<file path="config.mk">
export PLATFORM = sky130hd
export DESIGN_NAME = lpm_lookup_client
export DESIGN_NICKNAME = d
export VERILOG_FILES = /design/src/rtl/lpm_lookup_client.sv
export SDC_FILE = /design/constraint.sdc
export NUM_CORES = 1
export LEC_CHECK = 0
export ABC_CLOCK_PERIOD_IN_PS = 12200
export BUFFER_PORTS_ARGS = -buffer_cell sky130_fd_sc_hd__buf_4
export CAP_MARGIN = 10
export CORE_MARGIN = 2
export CORE_UTILIZATION = 40
export CTS_BUF_LIST = sky130_fd_sc_hd__clkbuf_8
export CTS_CLUSTER_DIAMETER = 80
export DETAILED_ROUTE_END_ITERATION = 8
export SLEW_MARGIN = 25
export SYNTH_ARGS = -nofsm -noshare
export SYNTH_HDL_FRONTEND = slang
export SYNTH_SLANG_ARGS = --single-unit
</file>
<file path="constraint.sdc">
create_clock -name clk -period 12.2 [get_ports clk]
set_input_delay 0.61 -clock clk [delete_from_list [all_inputs] [get_ports clk]]
set_output_delay 0.61 -clock clk [all_outputs]
set_load 0.01 [all_outputs]
</file>
<file path="src/rtl/lpm_lookup_client.sv">
// Requester-side client for the LPM lookup engine: buffers addresses in a FIFO,
// issues one lookup at a time with a bounded wait, and returns hit/miss results.
//   state | meaning
//   IDLE  | no lookup outstanding, FIFO empty
//   ISSUE | lkp_valid strobe for the popped FIFO head
//   WAIT  | waiting for lkp_done, timer running
//   RESP  | result presented until downstream accepts it
module lpm_lookup_client #(
    parameter int DEPTH   = 4,
    parameter int TIMEOUT = 8
) (
    input  logic        clk,
    input  logic        reset,
    input  logic        req_valid,
    output logic        req_ready,
    input  logic [31:0] req_addr,
    output logic        lkp_valid,
    output logic [31:0] lkp_addr,
    input  logic        lkp_done,
    input  logic [31:0] lkp_prefix,
    output logic        rsp_valid,
    input  logic        rsp_ready,
    output logic [31:0] rsp_addr,
    output logic [31:0] rsp_prefix,
    output logic        rsp_hit,
    output logic [15:0] hit_count,
    output logic [15:0] miss_count
);
    localparam int AW = (DEPTH > 1) ? $clog2(DEPTH) : 1;
    localparam int CW = AW + 1;
    localparam int TW = (TIMEOUT > 1) ? $clog2(TIMEOUT) : 1;

    typedef enum logic [1:0] {IDLE, ISSUE, WAIT, RESP} state_t;

    state_t        state;
    logic [31:0]   mem [DEPTH];
    logic [AW-1:0] wr_ptr;
    logic [AW-1:0] rd_ptr;
    logic [CW-1:0] count;
    logic [TW-1:0] timer;
    logic          push;
    logic          pop;
    logic          not_empty;

    assign not_empty = (count != '0);
    assign req_ready = (count != CW'(DEPTH));
    assign push      = req_valid && req_ready;
    // The head leaves the FIFO on the edge that enters ISSUE, so lkp_addr is a register.
    assign pop       = not_empty && ((state == IDLE) || (state == RESP && rsp_ready));

    always_ff @(posedge clk) begin
        if (push)
            mem[wr_ptr] <= req_addr;
    end

    always_ff @(posedge clk or posedge reset) begin
        if (reset) begin
            wr_ptr <= '0;
            rd_ptr <= '0;
            count  <= '0;
        end else begin
            if (push)
                wr_ptr <= wr_ptr + AW'(1);
            if (pop)
                rd_ptr <= rd_ptr + AW'(1);
            count <= count + CW'(push) - CW'(pop);
        end
    end

    always_ff @(posedge clk or posedge reset) begin
        if (reset) begin
            state      <= IDLE;
            timer      <= '0;
            lkp_valid  <= 1'b0;
            lkp_addr   <= '0;
            rsp_valid  <= 1'b0;
            rsp_addr   <= '0;
            rsp_prefix <= '0;
            rsp_hit    <= 1'b0;
            hit_count  <= '0;
            miss_count <= '0;
        end else begin
            case (state)
                IDLE: begin
                    if (not_empty) begin
                        state     <= ISSUE;
                        lkp_valid <= 1'b1;
                        lkp_addr  <= mem[rd_ptr];
                        timer     <= '0;
                    end
                end
                ISSUE, WAIT: begin
                    lkp_valid <= 1'b0;
                    timer     <= timer + TW'(1);
                    if (lkp_done) begin
                        state      <= RESP;
                        rsp_valid  <= 1'b1;
                        rsp_addr   <= lkp_addr;
                        rsp_prefix <= lkp_prefix;
                        rsp_hit    <= 1'b1;
                    end else if ((state == ISSUE && TIMEOUT == 1) ||
                                 (state == WAIT && timer == TW'(TIMEOUT - 1))) begin
                        state      <= RESP;
                        rsp_valid  <= 1'b1;
                        rsp_addr   <= lkp_addr;
                        rsp_prefix <= '0;
                        rsp_hit    <= 1'b0;
                    end else begin
                        state <= WAIT;
                    end
                end
                RESP: begin
                    if (rsp_ready) begin
                        rsp_valid <= 1'b0;
                        if (rsp_hit)
                            hit_count <= hit_count + 16'(hit_count != 16'hFFFF);
                        else
                            miss_count <= miss_count + 16'(miss_count != 16'hFFFF);
                        if (not_empty) begin
                            state     <= ISSUE;
                            lkp_valid <= 1'b1;
                            lkp_addr  <= mem[rd_ptr];
                            timer     <= '0;
                        end else begin
                            state <= IDLE;
                        end
                    end
                end
                default: state <= IDLE;
            endcase
        end
    end
endmodule
</file>
==> summary.md <==
| Metric | Value |
|---|---|
| Outcome | `finished, final reports clean` |
| Area of the multi-input gates | `3173 um^2` |
| Max Clk Rate | `0.4351 GHz` |
| Pwr dens | `257.7 nW/um^2` |
| Leakage | `just under 6 nW` |
| Post-CTS setup buffer count | `0` |
| Storage cell area | `7425 um^2` |
| Wire length on met3 | `1671 um` |
| CP Capture Type | `flip-flop` |
| Met2 wire len | `10,350 um` |
| Metal-1 WL | `9814 um` |
| Final Skew | `0.02234 ns` |
| First-pass GRT wire length | `35,360 um` |
| Post-Route Utilization | `approximately half` |
| Worst Tran Pin Value | `0.9540 ns` |
| 1st-pass router iterations | `4` |
| Top Layer Used | `met4` |
| H-tree Lvls | `2` |
| Mapped Avg Cell Area | `16.50 um^2` |
| Largest net degree at the start of global routing | `76` |
| Reg-to-Reg Start | `state[0]$_DFFE_PP0P_` |
| Crit path to | `count[2]$_DFF_PP0_` |
| PostCTS Resize Cnt | `0` |
| Share of layout cells above drive strength 1 | `a little over two fifths` |
| 1st-iter DRT viols | `~380` |
| DPL Wire Length | `around 13,000 um` |
| Row count | `60` |
| DIE AREA | `28,360 um^2` |
| Placer Congestion | `0.7682` |
| Hold crit path type | `input pin to asynchronous set/reset pin` |
| Origin of the worst setup path | `state[0]$_DFFE_PP0P_` |
| RSZ-0062 raised after global routing | `false` |
| Vias post-DR | `6,282` |
| Grt total ovfl | `0` |
| Cts hold-fix bufs | `0` |
| IO buf count | `200` |
| Reg2Reg Depth | `9` |
| Number of buffers created by CTS | `47` |
| Worst VDD drop | `0.0001262 V` |
| Post-synthesis register bit count | `271` |
| Filler Cell Count | `2,292` |
| Synth Net Count | `743` |
| Clock Path Buffers | `3` |
| CTS root buffer | `clkbuf_8` |
| Mapped cell area | `10,810 um^2` |
| Post-DRT Antenna Nets | `0` |
| Yosys warning count | `0` |
| Die W | `168.4 um` |
| Final nets | `968` |
| Setup violations, final | `0` |
| Fin crit share | `between 10% and 20%` |
| WL final | `22,240 um` |
| DR vias/cell | `4.982` |
| R2R Setup Slk | `9.90 ns` |
| CTS sink cnt | `271` |
| Die Y-Extent | `168.4 um` |
| Final Hold Fails | `0` |
| Drt wl/cell | `~18 um` |
| Initial antenna violation count | `1` |
| Arrival time at the worst endpoint | `2.77 ns` |
| Distinct cell type count after synthesis | `43` |
| Seq/Total Area, Yosys | `68.66%` |
| Slew Limit Fails | `0` |
| CTS tree | `done` |
| GRT Util Overall | `15.84%` |
| RR Endpoint | `count[2]$_DFF_PP0_` |
| Top Ports | `between 200 and 250` |
| Syn Inst Count | `655` |
| CP Data Required Time | `12.67 ns` |
| Setup crit start kind | `flip-flop` |
| Vias in the first global route | `around 6,400` |
| Final worst path period need | `2.298 ns` |
| Clk slew on worst S/H paths | `approximately 0.060 ns` |
| TNS Setup | `0 ns` |
| Post-route DRC violation count | `0` |
| Max Cap Viol | `0` |
| Area Overhead vs Synth | `25.50%` |
| Crit Path Max Fanout | `9` |
| Setup CP Type | `flip-flop to flip-flop` |
| Core ar. | `approximately 27,000 um^2` |
| Initial Utilization | `40.45%` |
| Relative slew slack | `36.40%` |
| Worst skew pair latency | `0.56 ns` |
-- per-layer routing --
layer	track usage, %	vias to the layer above
li1	-	2875
met1	21.26	3154
met2	25.28	209
met3	4.795	44
met4	4.198	0
met5	0	-
-- synthesized netlist by cell type, drive strengths merged --
cell type	number	area, um^2
and3	11	68.82
nand4	13	81.33
fa	1	20.02
xnor2	18	157.7
or3	1	6.260
clkbuf	10	37.54
nor2	8	30.03
buf	18	152.7
nor3b	1	12.51
mux4	32	735.7
nor3	7	62.56
mux2	70	867.1
inv	10	37.54
a21oi	5	40.04
nand2	85	329.1
o21ai	3	15.01
and4	2	17.52
a31oi	1	6.260
a22o	3	26.28
nand4b	1	8.760
nor4	5	71.32
dfrtp	143	3578
nand3	39	200.2
ha	18	225.2
xor2	15	131.4
edfxtp	128	3844
nand2b	3	18.77
a21boi	1	7.510
and2	2	12.51
and3b	1	8.760
-- final cells by class --
cell class	instances	area share, %
Multi-Input combinational cell	346	23.39
Sequential cell	271	54.73
Clock inverter	33	1.512
Inverter	10	0.3136
Timing Repair Buffer	204	11.32
Antenna cell	1	0.01845
Clock buffer	55	5.580
Tap cell	341	3.145
-- layout by cell type, fill, tap and decap left out, types with 13 or more instances in the layout --
cell and instances:
xor2_1 15, mux4_2 28, nand3_1 38, mux2_4 21, nand2_1 83, xnor2_1 18
edfxtp_1 128, buf_4 203, ha_1 18, dfrtp_1 141, clkbuf_8 55, mux2_2 47
nand4_1 13, inv_1 18
-- cells by family (layout without fill, tap and decap cells) --
kind of cell / Yosys count / count (layout) / synth area share (%)
AOI/OAI and AO/OA: 13 / 13 / 0.8797
xor gates and xnor gates: 33 / 33 / 2.674
adders and majority gates: 19 / 19 / 2.269
buffers and inverters: 38 / 302 / 2.107
DFF: 271 / 271 / 68.66
muxes: 102 / 102 / 14.83
other: 0 / 1 / 0
and+or+nand+nor: 179 / 179 / 8.588
-- registers in the layout (all words and copies together), names as in the netlist --
signal / flops
mem: 128
lkp_addr: 32
rsp_addr: 32
rsp_prefix: 32
hit_count: 16
miss_count: 16
count: 3
timer: 3
rd_ptr: 2
state: 2
wr_ptr: 2
lkp_valid: 1
rsp_hit: 1
rsp_valid: 1
-- worst max-delay path: stages, from the launching register on --
cell     delay (ns)
dfrtp_1        0.40
ha_1           0.34
a21oi_1        0.19
nor2_1         0.10
ha_1           0.30
inv_1          0.04
ha_1           0.17
fa_1           0.37
xnor2_1        0.18
xnor2_1        0.13
-- power by group --
group | internal, mW | total, mW | leakage [nW] | switching, mW
clock network | 0.457 | 0.825 | 0.532 | 0.367
registers | 1.26 | 1.46 | 2.93 | 0.192
logic | 0.649 | 1.22 | 2.45 | 0.566
-- per-stage QoR --
step	setup WS, ns	std cells	cell area [um^2]	hold slack (ns)	power, mW
floorplan	7.752	655	10810	0.4772	2.237
global placement	9.806	1172	12600	0.4500	2.695
detailed placement	9.786	1172	12600	0.4572	2.725
CTS	9.870	1260	13560	0.1664	3.569
global route	9.689	1260	13560	0.2092	3.726
finish	9.902	1261	13570	0.1814	3.496
-- worst min path at each step --
| stage | end | slack (ns) | cells past startpoint | start |
|---|---|---|---|---|
| 6_report | rsp_prefix[26]$_DFFE_PP0P_ | 0.18 | 2 | reset |
| 5_1_grt | lkp_addr[1]$_DFFE_PP0P_ | 0.21 | 2 | reset |
| 4_1_cts | lkp_addr[29]$_DFFE_PP0P_ | 0.17 | 2 | reset |
| 3_5_place_dp | rsp_prefix[26]$_DFFE_PP0P_ | 0.46 | 2 | rsp_prefix[26]$_DFFE_PP0P_ |
| 3_3_place_gp | rsp_prefix[16]$_DFFE_PP0P_ | 0.45 | 2 | rsp_prefix[16]$_DFFE_PP0P_ |
| 2_1_floorplan | timer[1]$_DFFE_PP0P_ | 0.48 | 1 | timer[1]$_DFFE_PP0P_ |
Power figures use the tool's default switching activity.
